--- config.mk ---
export PLATFORM = sky130hd
export DESIGN_NAME = maxnet_scheduler
export DESIGN_NICKNAME = d
export VERILOG_FILES = /design/src/rtl/maxnet_scheduler.sv
export SDC_FILE = /design/constraint.sdc
export NUM_CORES = 1
export LEC_CHECK = 0
export CORE_MARGIN = 8
export CORE_UTILIZATION = 47
export DETAILED_ROUTE_END_ITERATION = 12
export GPL_TIMING_DRIVEN = 0
export PLACE_DENSITY = 0.91
export REMOVE_ABC_BUFFERS = 1
export SLEW_MARGIN = 20
export SYNTH_ARGS = -nofsm -noshare
export SYNTH_HDL_FRONTEND = slang
export SYNTH_SLANG_ARGS = --single-unit
export TNS_END_PERCENT = 1
--- constraint.sdc ---
create_clock -name clk -period 12.36 [get_ports clk]
set_clock_uncertainty 0.1 [all_clocks]
set_input_delay 2.472 -clock clk [delete_from_list [all_inputs] [get_ports clk]]
set_output_delay 2.472 -clock clk [all_outputs]
set_load 0.01 [all_outputs]
--- src/rtl/maxnet_scheduler.sv ---
// maxnet_scheduler: time-shares one 4-input PU across a 4-neuron Maxnet, iterating
// until at most one activation survives or the iteration limit is reached.
module maxnet_scheduler #(
    parameter logic [31:0] SELF_W   = 32'h3F800000,
    parameter logic [31:0] EPS_W    = 32'hBE4CCCCD,
    parameter int          MAX_ITER = 16,
    parameter int          ITER_W   = $clog2(MAX_ITER + 1)
) (
    input  logic              clk,
    input  logic              rst,
    input  logic              start,
    input  logic [31:0]       x_in0,
    input  logic [31:0]       x_in1,
    input  logic [31:0]       x_in2,
    input  logic [31:0]       x_in3,
    output logic [31:0]       pu_x0,
    output logic [31:0]       pu_x1,
    output logic [31:0]       pu_x2,
    output logic [31:0]       pu_x3,
    output logic [31:0]       pu_w0,
    output logic [31:0]       pu_w1,
    output logic [31:0]       pu_w2,
    output logic [31:0]       pu_w3,
    output logic              mult_reg_en,
    output logic              add_reg_en,
    input  logic [31:0]       new_value,
    input  logic              zero_signal,
    output logic              busy,
    output logic              done,
    output logic [1:0]        winner_idx,
    output logic [31:0]       winner_value,
    output logic              no_winner,
    output logic              timeout,
    output logic [ITER_W-1:0] iter_count
);
    typedef enum logic [2:0] {IDLE, MULT, ADD, CAP, UPDATE, DONE} state_t;

    state_t           state, state_nx;
    logic [1:0]       j;
    logic [3:0][31:0] x, nx;
    logic [3:0]       nz;
    logic [2:0]       n;
    logic [1:0]       nz_idx;
    logic             last_iter;
    logic             start_ok;

    assign n         = 3'(nz[0]) + 3'(nz[1]) + 3'(nz[2]) + 3'(nz[3]);
    assign nz_idx    = nz[3] ? 2'd3 : nz[2] ? 2'd2 : nz[1] ? 2'd1 : 2'd0;
    assign last_iter = iter_count == ITER_W'(MAX_ITER - 1);
    assign start_ok  = start && (state == IDLE || state == DONE);

    always_comb begin
        state_nx = state;
        case (state)
            IDLE, DONE: state_nx = start ? MULT : state;
            MULT:       state_nx = ADD;
            ADD:        state_nx = CAP;
            CAP:        state_nx = (j == 2'd3) ? UPDATE : MULT;
            UPDATE:     state_nx = (n <= 3'd1 || last_iter) ? DONE : MULT;
            default:    state_nx = IDLE;
        endcase
    end

    always_ff @(posedge clk or posedge rst) begin
        if (rst) begin
            state        <= IDLE;
            j            <= '0;
            x            <= '0;
            nx           <= '0;
            nz           <= '0;
            iter_count   <= '0;
            winner_idx   <= '0;
            winner_value <= '0;
            no_winner    <= 1'b0;
            timeout      <= 1'b0;
        end else begin
            state <= state_nx;
            if (start_ok) begin
                x            <= {x_in3, x_in2, x_in1, x_in0};
                j            <= '0;
                iter_count   <= '0;
                winner_idx   <= '0;
                winner_value <= '0;
                no_winner    <= 1'b0;
                timeout      <= 1'b0;
            end
            if (state == CAP) begin
                nx[j] <= new_value;
                nz[j] <= ~zero_signal;
                j     <= j + 2'd1;
            end
            // Activations advance together so every neuron in an iteration sees the same x
            if (state == UPDATE) begin
                x          <= nx;
                iter_count <= iter_count + ITER_W'(1);
                j          <= '0;
                if (state_nx == DONE) begin
                    no_winner    <= n == 3'd0;
                    timeout      <= n >= 3'd2;
                    winner_idx   <= (n == 3'd1) ? nz_idx : 2'd0;
                    winner_value <= (n == 3'd1) ? nx[nz_idx] : 32'd0;
                end
            end
        end
    end

    assign pu_x0       = x[0];
    assign pu_x1       = x[1];
    assign pu_x2       = x[2];
    assign pu_x3       = x[3];
    assign pu_w0       = (state != MULT) ? 32'd0 : (j == 2'd0) ? SELF_W : EPS_W;
    assign pu_w1       = (state != MULT) ? 32'd0 : (j == 2'd1) ? SELF_W : EPS_W;
    assign pu_w2       = (state != MULT) ? 32'd0 : (j == 2'd2) ? SELF_W : EPS_W;
    assign pu_w3       = (state != MULT) ? 32'd0 : (j == 2'd3) ? SELF_W : EPS_W;
    assign mult_reg_en = state == MULT;
    assign add_reg_en  = state == ADD;
    assign busy        = state inside {MULT, ADD, CAP, UPDATE};
    assign done        = state == DONE;
endmodule

# After elaboration in Yosys (flattened, before gate mapping)
# Index checks and enable logic that the tools add are counted.
# W data, S select, Z words.
# totals
reg_bits,306
input_bits,164
out_inout_bits,301
wordCells,94
# classes
n_addsub,5
magnitude_cmp,5
n_eq_ne,12
n_mux,44
bitwise,1
reduce_logical,11
# ops
op,n
$mux W32,14
$mux W128,2
$bwmux W128,1
$bmux W32 S2,1
$demux W32 S2,1
$mux W2,9
$pmux W3 S5,1
$mux W5,2
$eq A3 B3 Y1 const B,3
$mux W3,3
$mux W1,8
$eq A3 B1 Y1 const B,2
$eq A3 B2 Y1 const B,2
$logic_not A3 Y1,2
$lt A2 B3 Y1 const B,2
$add A5 B1 Y5 const B,1
$eq A5 B4 Y1 const B,1
$bwmux W4,1
$eq A2 B2 Y1 const B,2
$reduce_bool A4 Y1,1
$add A2 B1 Y3,1
$add A3 B1 Y3,1
$ge A3 B2 Y1 const B,1
$le A3 B1 Y1 const B,1
other kinds (13),15

# Longest topological paths before layout
# Gate-level depths: netlist of run 1.
# logic_depth
depth_word,10
mapped_depth,14
depth_no_buf,9

# Worst setup path before layout of run 1
# OpenSTA, ideal clock, no wires.
# synth_timing
kind,register to output
startpoint,reg state[1]
endpoint,out pu_w0[24]
arrival_time_ns,1.718
required_ns,9.788
path_slack_ns,8.070
stages_incl_launch_ff,8
path_buffers,3
path_cell_list,dfrtp_1 buf_2 buf_2 inv_1 nand3_1 inv_1 and2_1 buf_4
# synth_via
elab_chain_cells,2
# synth_rtl
item,line,text
from (decl),38,"state_t state, state_nx;"
from (signal assigned),77,state <= state_nx;
$ne A3 B1 Y1,111,assign pu_w0 = (state != MULT) ? 32'd0 : (j == 2'd0) ? SELF_W : EPS_W;
$mux W32,111,
to (decl),20,"output logic [31:0] pu_w0,"
# Every way passes these cells.

# Worst setup path after layout of run 1
# layout_timing
startpoint,reg state[0]
endpoint,out pu_w1[23]
# layout_via
elab_chain_cells,2
# layout_rtl
item,line,text
$ne A3 B1 Y1,112,assign pu_w1 = (state != MULT) ? 32'd0 : (j == 2'd1) ? SELF_W : EPS_W;
$mux W32,112,
to (decl),21,"output logic [31:0] pu_w1,"
# Every way passes these cells.

==> flow_summary_export.csv, run 1 <==
group,metric,value,unit
layout,ff_latch_area,7660,um2
synthesis,yosysMostFrequentCell,"dfrtp_1",
place,dpl.hpwl,34590,um
synthesis,syn_avg_cell_area,10.49,um2
power_and_ir_drop,max-vdd-ir-drop,148.1,uV
cts,cts.path.max_buffers,3,
global_routing,grt_max_degree,108,
place,io_buffer_count,416,
synthesis,synth_edf_count,0,
cts,cts_resized,0,
synthesis,muxShareOfSynthArea,12.14,%
layout,nets,1892,
synthesis,synth_area_leaders,"dfrtp_1, mux2_2, nand2_1, o211ai_1, buf_4",
timing,worst-slew-pin-transition,0.9622,ns
synthesis,yosysSeqAreaShare,51.82,%
floorplanning,ios,465,
detailed_routing,postRouteAntennaNets,0,
synthesis,yosysWarnings,0,
layout,multi_input_area,5871,um2
cts,insertion_delay,0.50,ns
synthesis,synth_fa_ha_area_share,0.8976,%
global_routing,antenna_found_initial,3,
worst_setup_path,arrival,3.02,ns
detailed_routing,vias_per_cell,5.829,
cts,root_buffer,"clkbuf_16",
detailed_routing,drt_iter0_drc,1063,
cts,cts_inserted_buffers,34,
global_routing,grt_overflow,0,
run,drv_cap,0,
synthesis,yosys-top-cells-count,"dfrtp_1, nand2_1, mux2_2, nand3_1, o211ai_1",
power_and_ir_drop,power.density,268.6,nW/um2
floorplanning,die_w,193.3,um
place,placed_area,19010,um2
cts,ctsHoldBuffers,0,
synthesis,synthDominantCellAreaShare,51.82,%
place,pre_cts_ws,7.236,ns
synthesis,synth_cells,1408,
synthesis,synth_area_leader_cell,"dfrtp_1",
timing,maxSlewHeadroom,35.85,%
floorplanning,start_util,47.31,%
power_and_ir_drop,p_leak,8.346,nW
global_routing,grt_pass1_vias,13280,
worst_setup_path,crit_fanout,26,
worst_setup_path,required,9.79,ns
worst_setup_path,crit_path_start_kind,"flop",
cts,cts.htree.levels,2,
detailed_routing,drc,0,
floorplanning,fp-row-count,65,
timing,rsz0062_at_grt,"no",
timing,finalSetupViolations,0,
global_routing,grt_use_total,25.16,%
synthesis,ys_seq_elements,306,
timing,hold_viol_final,0,
synthesis,synth_compound_area_share,11.59,%
synthesis,synthXorXnorAreaFrac,0.1694,%
layout,fillers,2199,
detailed_routing,vias,12500,
timing,final_max_slew_viol_count,0,
cts,cts_setup_buffers,0,
synthesis,synth-simple-area-share,13.48,%
detailed_routing,wl_per_cell,22.61,um
synthesis,postSynth.asyncResetShare,100.0,%
floorplanning,die_h,193.3,um
min_path,hold_class,"flop to flop",
timing,tns,0,ns
layout,fin_area,20180,um2
cts,cts_sinks,306,
synthesis,netlist_area,14780,um2
timing,fin_crit_sh,45.21,%
power_and_ir_drop,finalPower,0.005420,W
synthesis,synthFlopType,"dfrtp_1",
cts,clk_pin_slew,0.06,ns
detailed_routing,drt-total-wl,48500,um
detailed_routing,dr.pass1.iters,6,
synthesis,synth_top_family_by_area,"simple AND/OR/NAND/NOR gates",
floorplanning,die_area,37370,um2
layout,fin_util,64.62,%
place,gp_congestion,0.8202,
layout,drive_gt1_share,14.81,%
worst_setup_path,end_kind,"primary output",
worst_setup_path,path_class,"flop to primary output",
floorplanning,core-area,31230,um2
cts,cts_tree,"yes",
layout,syn2layout_area_growth,36.59,%
timing,fmax,178.9,MHz
run_status,status,"finished clean",
synthesis,synth_cell_types,43,
timing,layout_setup_ws,6.772,ns
global_routing,grt_pass1_wl,76470,um
timing,min_period,5.588,ns
cell usage in the layout, fill, tap and decap left out, types with 14 or more instances in the layout:
| master | Yosys | layout |
|---|---|---|
| dfrtp_1 | 306 | 304 |
| nand3_1 | 133 | 133 |
| mux2i_1 | 15 | 15 |
| buf_6 | 0 | 14 |
| o221ai_1 | 14 | 14 |
| o211ai_1 | 131 | 131 |
| a22o_1 | 15 | 15 |
| conb_1 | 1 | 48 |
| mux2_2 | 146 | 146 |
| a222oi_1 | 18 | 18 |
| clkdlybuf4s50_1 | 0 | 416 |
| clkbuf_16 | 0 | 37 |
| o2bb2ai_1 | 19 | 19 |
| nand2_1 | 293 | 293 |
power by group:
group / total (W) / switching [W] / leakage (nW) / internal, W
clock: 0.00106 / 0.000405 / 0.579 / 0.000658
combinational: 0.00253 / 0.00118 / 4.02 / 0.00135
sequential: 0.00183 / 0.000375 / 3.75 / 0.00145
total: 0.00542 / 0.00196 / 8.35 / 0.00346
registers in the layout, indices dropped and copies added (netlist names):
register / flops
nx: 128
pu_x0: 32
pu_x1: 32
pu_x2: 32
pu_x3: 32
winner_value: 32
iter_count: 5
nz: 4
state: 3
j: 2
winner_idx: 2
no_winner: 1
timeout: 1
cells by family (layout without fill, tap and decap cells):
logic type,Yosys count,in the layout
flops,306,306
simple gates,462,462
mux,161,161
other cells,1,49
compound gates,217,217
buf+inv,249,536
fa+ha+maj,10,10
xor+xnor,2,2
layer usage:
| layer | up-vias | GRT usage (%) | share of wire (%) |
|---|---|---|---|
| li1 | 5425 | - | - |
| met1 | 6297 | 29.87 | 38 |
| met2 | 626 | 42.16 | 49 |
| met3 | 152 | 6.526 | 8.4 |
| met4 | 4 | 12.17 | 4.8 |
| met5 | - | 0 | 0.056 |
layout make-up:
cell class                 instances  area share [%]
sequential                       306           37.95
multi-input combinational        900           29.09
timing repair buffer             462           24.34
clock buffer                      51           5.096
tap                              402           2.492
clock inverter                     9          0.7192
inverter                          14          0.2976
antenna                            1         0.01240
worst paths after layout:
| path | from | slack, ns | end | cells past startpoint |
|---|---|---|---|---|
| max in group asynchronous | rst | 8.73 | nx[24] | 3 |
| min in group asynchronous | rst | 2.42 | pu_x0[15] | 2 |
| setup / recovery | state[0] | 6.77 | pu_w1[23] | 4 |
| setup reg to reg | nz[1] | 8.75 | winner_value[11] | 9 |
| hold reg to reg | winner_value[7] | 0.40 | winner_value[7] | 1 |
| hold / removal | winner_value[7] | 0.40 | winner_value[7] | 1 |
critical path, cell delays in order, from the launching register on:
cell	delay [ns]
dfrtp_1	0.73
nand3_1	0.27
inv_1	0.64
and2_1	0.30
clkdlybuf4s50_1	0.57
through the flow:
stage	std cells	hold WS, ns
final	2145	0.3963
after global routing	2145	0.4183
after CTS	2144	0.3937
after detailed placement	2084	0.3773
after global placement	2038	0.3720
after floorplan	1220	0.3498
Power figures use the tool's default switching activity.
==> run 2, diff against run 1 <==
--- a/config.mk
+++ b/config.mk
@@ -6,10 +6,10 @@
 export NUM_CORES = 1
 export LEC_CHECK = 0
 export CORE_MARGIN = 8
-export CORE_UTILIZATION = 47
+export CORE_UTILIZATION = 43
 export DETAILED_ROUTE_END_ITERATION = 12
 export GPL_TIMING_DRIVEN = 0
-export PLACE_DENSITY = 0.91
+export PLACE_DENSITY = 0.88
 export REMOVE_ABC_BUFFERS = 1
 export SLEW_MARGIN = 20
 export SYNTH_ARGS = -nofsm -noshare
==> constraint.sdc (replaced) <==
create_clock -name clk -period 4.5 [get_ports clk]
set_clock_uncertainty 0.1 [all_clocks]
set_input_delay 0.9 -clock clk [delete_from_list [all_inputs] [get_ports clk]]
set_output_delay 0.9 -clock clk [all_outputs]
set_load 0.01 [all_outputs]
==> flow_summary_export.csv, run 2 (same netlist as run 1, synthesis figures left out) <==
group,metric,value,unit
power_and_ir_drop,p_int,0.009283,W
global_routing,grt_overflow,0,
worst_setup_path,crit_path_start_kind,"flop",
cts,cts_sinks,306,
min_path,hp-start,"winner_value[2]",
place,dpl.hpwl,34550,um
timing,hold_viol_final,0,
worst_setup_path,crit_chain,"nand3_1, inv_1, and2_1, clkdlybuf4s50_1",
timing,rsz0062_at_grt,"no",
worst_setup_path,reg2reg_slack,0.55,ns
detailed_routing,vias_per_cell,5.569,
min_path,whs_endpoint,"winner_value[2]",
worst_setup_path,cpMaxStageDelayCell,"dfrtp_1",
layout,drive_gt1_share,14.83,%
layout,fillers,2693,
power_and_ir_drop,seqPwrFrac,35.0,%
layout,final_cell_mix,"clkdlybuf4s50_1, dfrtp_1, nand2_1, mux2_2, nand3_1",
floorplanning,die_area,40550,um2
timing,final_max_slew_viol_count,0,
cts,cts_setup_buffers,0,
cts,cts_inserted_buffers,34,
worst_setup_path,cp_num_buf_inv,2,
power_and_ir_drop,power_switching,0.005349,W
floorplanning,ios,465,
detailed_routing,drt_iter0_drc,790,
power_and_ir_drop,p_leak,8.285,nW
worst_setup_path,arrival,3.00,ns
timing,finalSetupViolations,0,
floorplanning,die_h,201.4,um
global_routing,grt_max_degree,101,
place,placed_area,19040,um2
detailed_routing,drt-total-wl,48590,um
cts,ctsHoldBuffers,0,
detailed_routing,drc,0,
cts,insertion_delay,0.51,ns
layout,nets,1892,
run,drv_cap,0,
layout,largest_reg_flops,128,
global_routing,grt_pass1_vias,12780,
cts,clk_pin_slew,0.06,ns
timing,maxSlewHeadroom,27.26,%
global_routing,antenna_found_initial,0,
min_path,holdPathStages,1,
cts,root_buffer,"clkbuf_16",
cts,cts.htree.levels,2,
min_path,hold_class,"flop to flop",
floorplanning,start_util,43.20,%
run_status,status,"finished clean",
worst_setup_path,reg2regPathDepth,9,
power_and_ir_drop,power_frac_comb,46.1,%
detailed_routing,postRouteAntennaNets,0,
timing,min_period,3.995,ns
worst_setup_path,crit_fanout,26,
worst_setup_path,required,3.50,ns
detailed_routing,dr.pass1.iters,5,
worst_setup_path,crit_path_start,"state[0]",
place,gp_congestion,0.8001,
layout,largest_register,"nx",
worst_setup_path,slowest_delay,0.71,ns
cts,cts_tree,"yes",
worst_setup_path,reg2reg_to,"winner_value[9]",
timing,fmax,250.3,MHz
detailed_routing,wl_per_cell,22.13,um
power_and_ir_drop,swShare,36.56,%
cts,cts_resized,0,
timing,worst-slew-pin-transition,1.091,ns
power_and_ir_drop,pwr-share-clk,18.9,%
timing,fin_crit_sh,88.78,%
global_routing,grt_use_total,23.11,%
layout,diodes,0,
cts,cts.path.max_buffers,3,
floorplanning,core-area,34200,um2
power_and_ir_drop,max-vdd-ir-drop,683.7,uV
place,placed_cells,2137,
worst_setup_path,cpLargestDelayFamily,"buffers and inverters",
global_routing,grt_pass1_wl,76130,um
floorplanning,die_w,201.4,um
layout,final_common_cell,"clkdlybuf4s50_1",
place,io_buffer_count,416,
worst_setup_path,end_kind,"primary output",
worst_setup_path,path_class,"flop to primary output",
layout,syn2layout_area_growth,36.24,%
detailed_routing,vias,12220,
layout,fin_area,20130,um2
power_and_ir_drop,power.density,726.8,nW/um2
layout,layout.cells.non_filler,2195,
floorplanning,fp-row-count,68,
worst_setup_path,regToRegStartpoint,"nz[1]",
## run 2: cell type report
cell class / count / area (um2) / area share (%)
well taps: 455 / 569.3 / 2.828
clock inverters: 13 / 151.4 / 0.7521
flip-flops and latches: 306 / 7665 / 38.08
repair buffers: 462 / 4871 / 24.20
clock buffers: 45 / 943.4 / 4.686
multi-input cells: 900 / 5871 / 29.16
inverters: 14 / 60.06 / 0.2983
## run 2: worst max-delay path by stage
stage                       end  slack [ns]  depth (start not counted)
2_1_floorplan     winner_idx[0]       -6.37                          3
3_3_place_gp      winner_idx[1]      -14.25                          3
3_5_place_dp   winner_value[31]        0.69                          9
4_1_cts               pu_w2[24]        0.55                          4
5_1_grt               pu_w1[23]        0.38                          4
6_report              pu_w2[24]        0.50                          4
## run 2: per-stage QoR
step | hold slack, ns | setup TNS (ns) | power, W | setup slack [ns] | utilization [%]
floorplan | 0.3498 | -2267.01 | 0.008118 | -6.370 | -
global placement | 0.3746 | -4304.04 | 0.01130 | -14.25 | 53.45
detailed placement | 0.3790 | 0 | 0.01185 | 0.6909 | 55.66
CTS | 0.3957 | 0 | 0.01472 | 0.5464 | 58.86
global route | 0.4097 | 0 | 0.01542 | 0.3770 | 58.86
finish | 0.3880 | 0 | 0.01463 | 0.5048 | 58.86
## run 2: power by group through the flow
stage	Combinational (W)	Sequential (W)	Clock, W
CTS	0.00680	0.00509	0.00283
detailed placement	0.00674	0.00511	0
global placement	0.00628	0.00502	0
floorplan	0.00307	0.00505	0
finish	0.00674	0.00512	0.00277
global route	0.00723	0.00526	0.00292
## run 2: layer usage
metal	part of all wire, %	GRT usage (%)	vias to the layer above
li1	-	-	5409
met1	39	28.59	6169
met2	50	39.24	550
met3	7.8	5.757	95
met4	2.9	7.357	0
met5	0	0	-
==> run 3, diff against run 2 <==
--- a/config.mk
+++ b/config.mk
@@ -5,11 +5,13 @@
 export SDC_FILE = /design/constraint.sdc
 export NUM_CORES = 1
 export LEC_CHECK = 0
+export CELL_PAD_IN_SITES_DETAIL_PLACEMENT = 0
+export CELL_PAD_IN_SITES_GLOBAL_PLACEMENT = 1
 export CORE_MARGIN = 8
-export CORE_UTILIZATION = 43
+export CORE_UTILIZATION = 36
 export DETAILED_ROUTE_END_ITERATION = 12
 export GPL_TIMING_DRIVEN = 0
-export PLACE_DENSITY = 0.88
+export PLACE_DENSITY = 0.91
 export REMOVE_ABC_BUFFERS = 1
 export SLEW_MARGIN = 20
 export SYNTH_ARGS = -nofsm -noshare
==> constraint.sdc (replaced) <==
create_clock -name clk -period 3.95 [get_ports clk]
set_clock_uncertainty 0.1 [all_clocks]
set_input_delay 0.79 -clock clk [delete_from_list [all_inputs] [get_ports clk]]
set_output_delay 0.79 -clock clk [all_outputs]
set_load 0.01 [all_outputs]
==> flow_summary_export.csv, run 3 (same netlist as run 1, synthesis figures left out) <==
group,metric,value,unit
timing,min_period,3.887,ns
min_path,holdPathStages,1,
global_routing,grt_use_total,20.09,%
detailed_routing,drt_iter0_drc,996,
layout,final_cell_mix,"clkdlybuf4s50_1, dfrtp_1, nand2_1, mux2_2, nand3_1",
cts,cts.htree.levels,2,
timing,holdWs,0.3867,ns
floorplanning,core-area,40650,um2
cts,cts.path.max_buffers,3,
layout,fin_util,50.04,%
layout,final_common_cell,"clkdlybuf4s50_1",
run_status,status,"finished clean",
timing,maxSlewHeadroom,28.66,%
layout,diodes,0,
timing,worst-slew-pin-transition,1.070,ns
cts,insertion_delay,0.53,ns
floorplanning,die_h,218.6,um
detailed_routing,vias_per_cell,5.305,
timing,hold_viol_final,0,
detailed_routing,wl_per_cell,21.74,um
place,dpl.hpwl,35110,um
timing,fmax,257.2,MHz
layout,syn2layout_area_growth,37.67,%
worst_setup_path,required,3.06,ns
worst_setup_path,reg2reg_to,"winner_value[26]",
timing,rsz0062_at_grt,"yes",
detailed_routing,drc,0,
place,gp_congestion,0.7908,
cts,cts_sinks,306,
cts,cts_tree,"yes",
worst_setup_path,arrival,3.00,ns
timing,final_max_slew_viol_count,0,
layout,drive_gt1_share,15.34,%
timing,fin_crit_sh,98.41,%
worst_setup_path,reg2reg_slack,0.24,ns
run,drv_cap,0,
power_and_ir_drop,max-vdd-ir-drop,571.1,uV
detailed_routing,postRouteAntennaNets,0,
detailed_routing,vias,12090,
floorplanning,start_util,36.35,%
cts,clk_pin_slew,0.06,ns
detailed_routing,dr.pass1.iters,5,
worst_setup_path,reg2regPathDepth,11,
floorplanning,die_area,47780,um2
timing,finalSetupViolations,0,
power_and_ir_drop,finalPower,0.01682,W
worst_setup_path,path_class,"flop to primary output",
floorplanning,die_w,218.6,um
layout,nets,1894,
detailed_routing,drt-total-wl,49540,um
global_routing,grt_pass1_wl,76550,um
global_routing,grt_overflow,0,
worst_setup_path,regToRegStartpoint,"nz[1]",
cts,root_buffer,"clkbuf_16",
global_routing,grt_pass1_vias,12750,
min_path,hp-start,"winner_value[10]",
power_and_ir_drop,p_leak,8.333,nW
cts,ctsHoldBuffers,0,
global_routing,antenna_found_initial,0,
power_and_ir_drop,power.density,827.0,nW/um2
min_path,hold_class,"flop to flop",
min_path,whs_endpoint,"winner_value[10]",
layout,largest_register,"nx",
cts,cts_inserted_buffers,36,
layout,largest_reg_flops,128,
worst_setup_path,crit_fanout,16,
floorplanning,fp-row-count,74,
global_routing,grt_max_degree,103,
worst_setup_path,crit_path_start_kind,"flop",
worst_setup_path,end_kind,"primary output",
place,io_buffer_count,416,
layout,fillers,3643,
floorplanning,ios,465,
[run 3: changes by cell type in the layout (fill, tap and decap cells not counted), moves of 2 or more]
| cell | change |
|---|---|
| clkbuf_8 | +4 |
| buf_6 | +3 |
| buf_4 | -2 |
| clkbuf_1 | +2 |
| clkbuf_16 | +2 |
| clkinvlp_4 | -2 |
| dfrtp_1 | -2 |
| dfrtp_2 | +2 |
[run 3: how the worst max path moves through the flow]
stage,depth (start not counted),startpoint,slack (ns),end
after floorplan,3,state[2],-6.92,winner_idx[0]
after global placement,3,state[2],-15.73,winner_idx[0]
after detailed placement,9,nz[1],0.15,winner_value[11]
after CTS,5,state[1],0.05,pu_w0[23]
after global routing,3,state[0],-0.11,pu_w1[2]
final,3,state[0],0.06,pu_w0[14]
[run 3: per-layer routing]
metal / GRT usage (%) / up-vias / wire, um
met1: 25.06 / 6103 / 20210
met2: 33.74 / 483 / 24470
met3: 5.627 / 77 / 3832
met5: 0 / - / 0
li1: - / 5426 / -
met4: 5.531 / 0 / 1020
[run 3: critical path: stages (launching register included)]
cell	delay (ns)
dfrtp_1	0.74
nand3_1	0.36
nor2_1	0.65
clkdlybuf4s50_1	0.71
[run 3: area by class of cell]
| type | instances | area, um2 | share of cell area, % |
|---|---|---|---|
| multi-input cells | 900 | 5892 | 28.97 |
| well taps | 532 | 665.6 | 3.272 |
| clock buffers | 53 | 1056 | 5.192 |
| flip-flops and latches | 306 | 7667 | 37.69 |
| inverters | 14 | 63.81 | 0.3137 |
| repair buffers | 462 | 4875 | 23.97 |
| clock inverters | 12 | 121.4 | 0.5967 |
[run 3: where the power goes]
group	internal, W	switching, W	total [W]
clock network	0.00199	0.00134	0.00333
logic	0.00415	0.00354	0.00768
registers	0.00455	0.00126	0.00581
[run 3: per-stage QoR]
step	setup TNS [ns]	worst slack (ns)	cells	area, um2
detailed placement	0	0.1461	2214	19150
floorplan	-2495.04	-6.920	1220	13550
global placement	-4748.63	-15.73	2168	18380
CTS	0	0.04903	2279	20320
global route	-3.187	-0.1113	2279	20340
finish	0	0.06264	2279	20340
[run 3: repair_timing]
action                                  CTS  global route
resized for setup                         0             6
buffers inserted                          0             0
endpoints found under the hold margin     0             0
endpoints found under the setup margin    0            61
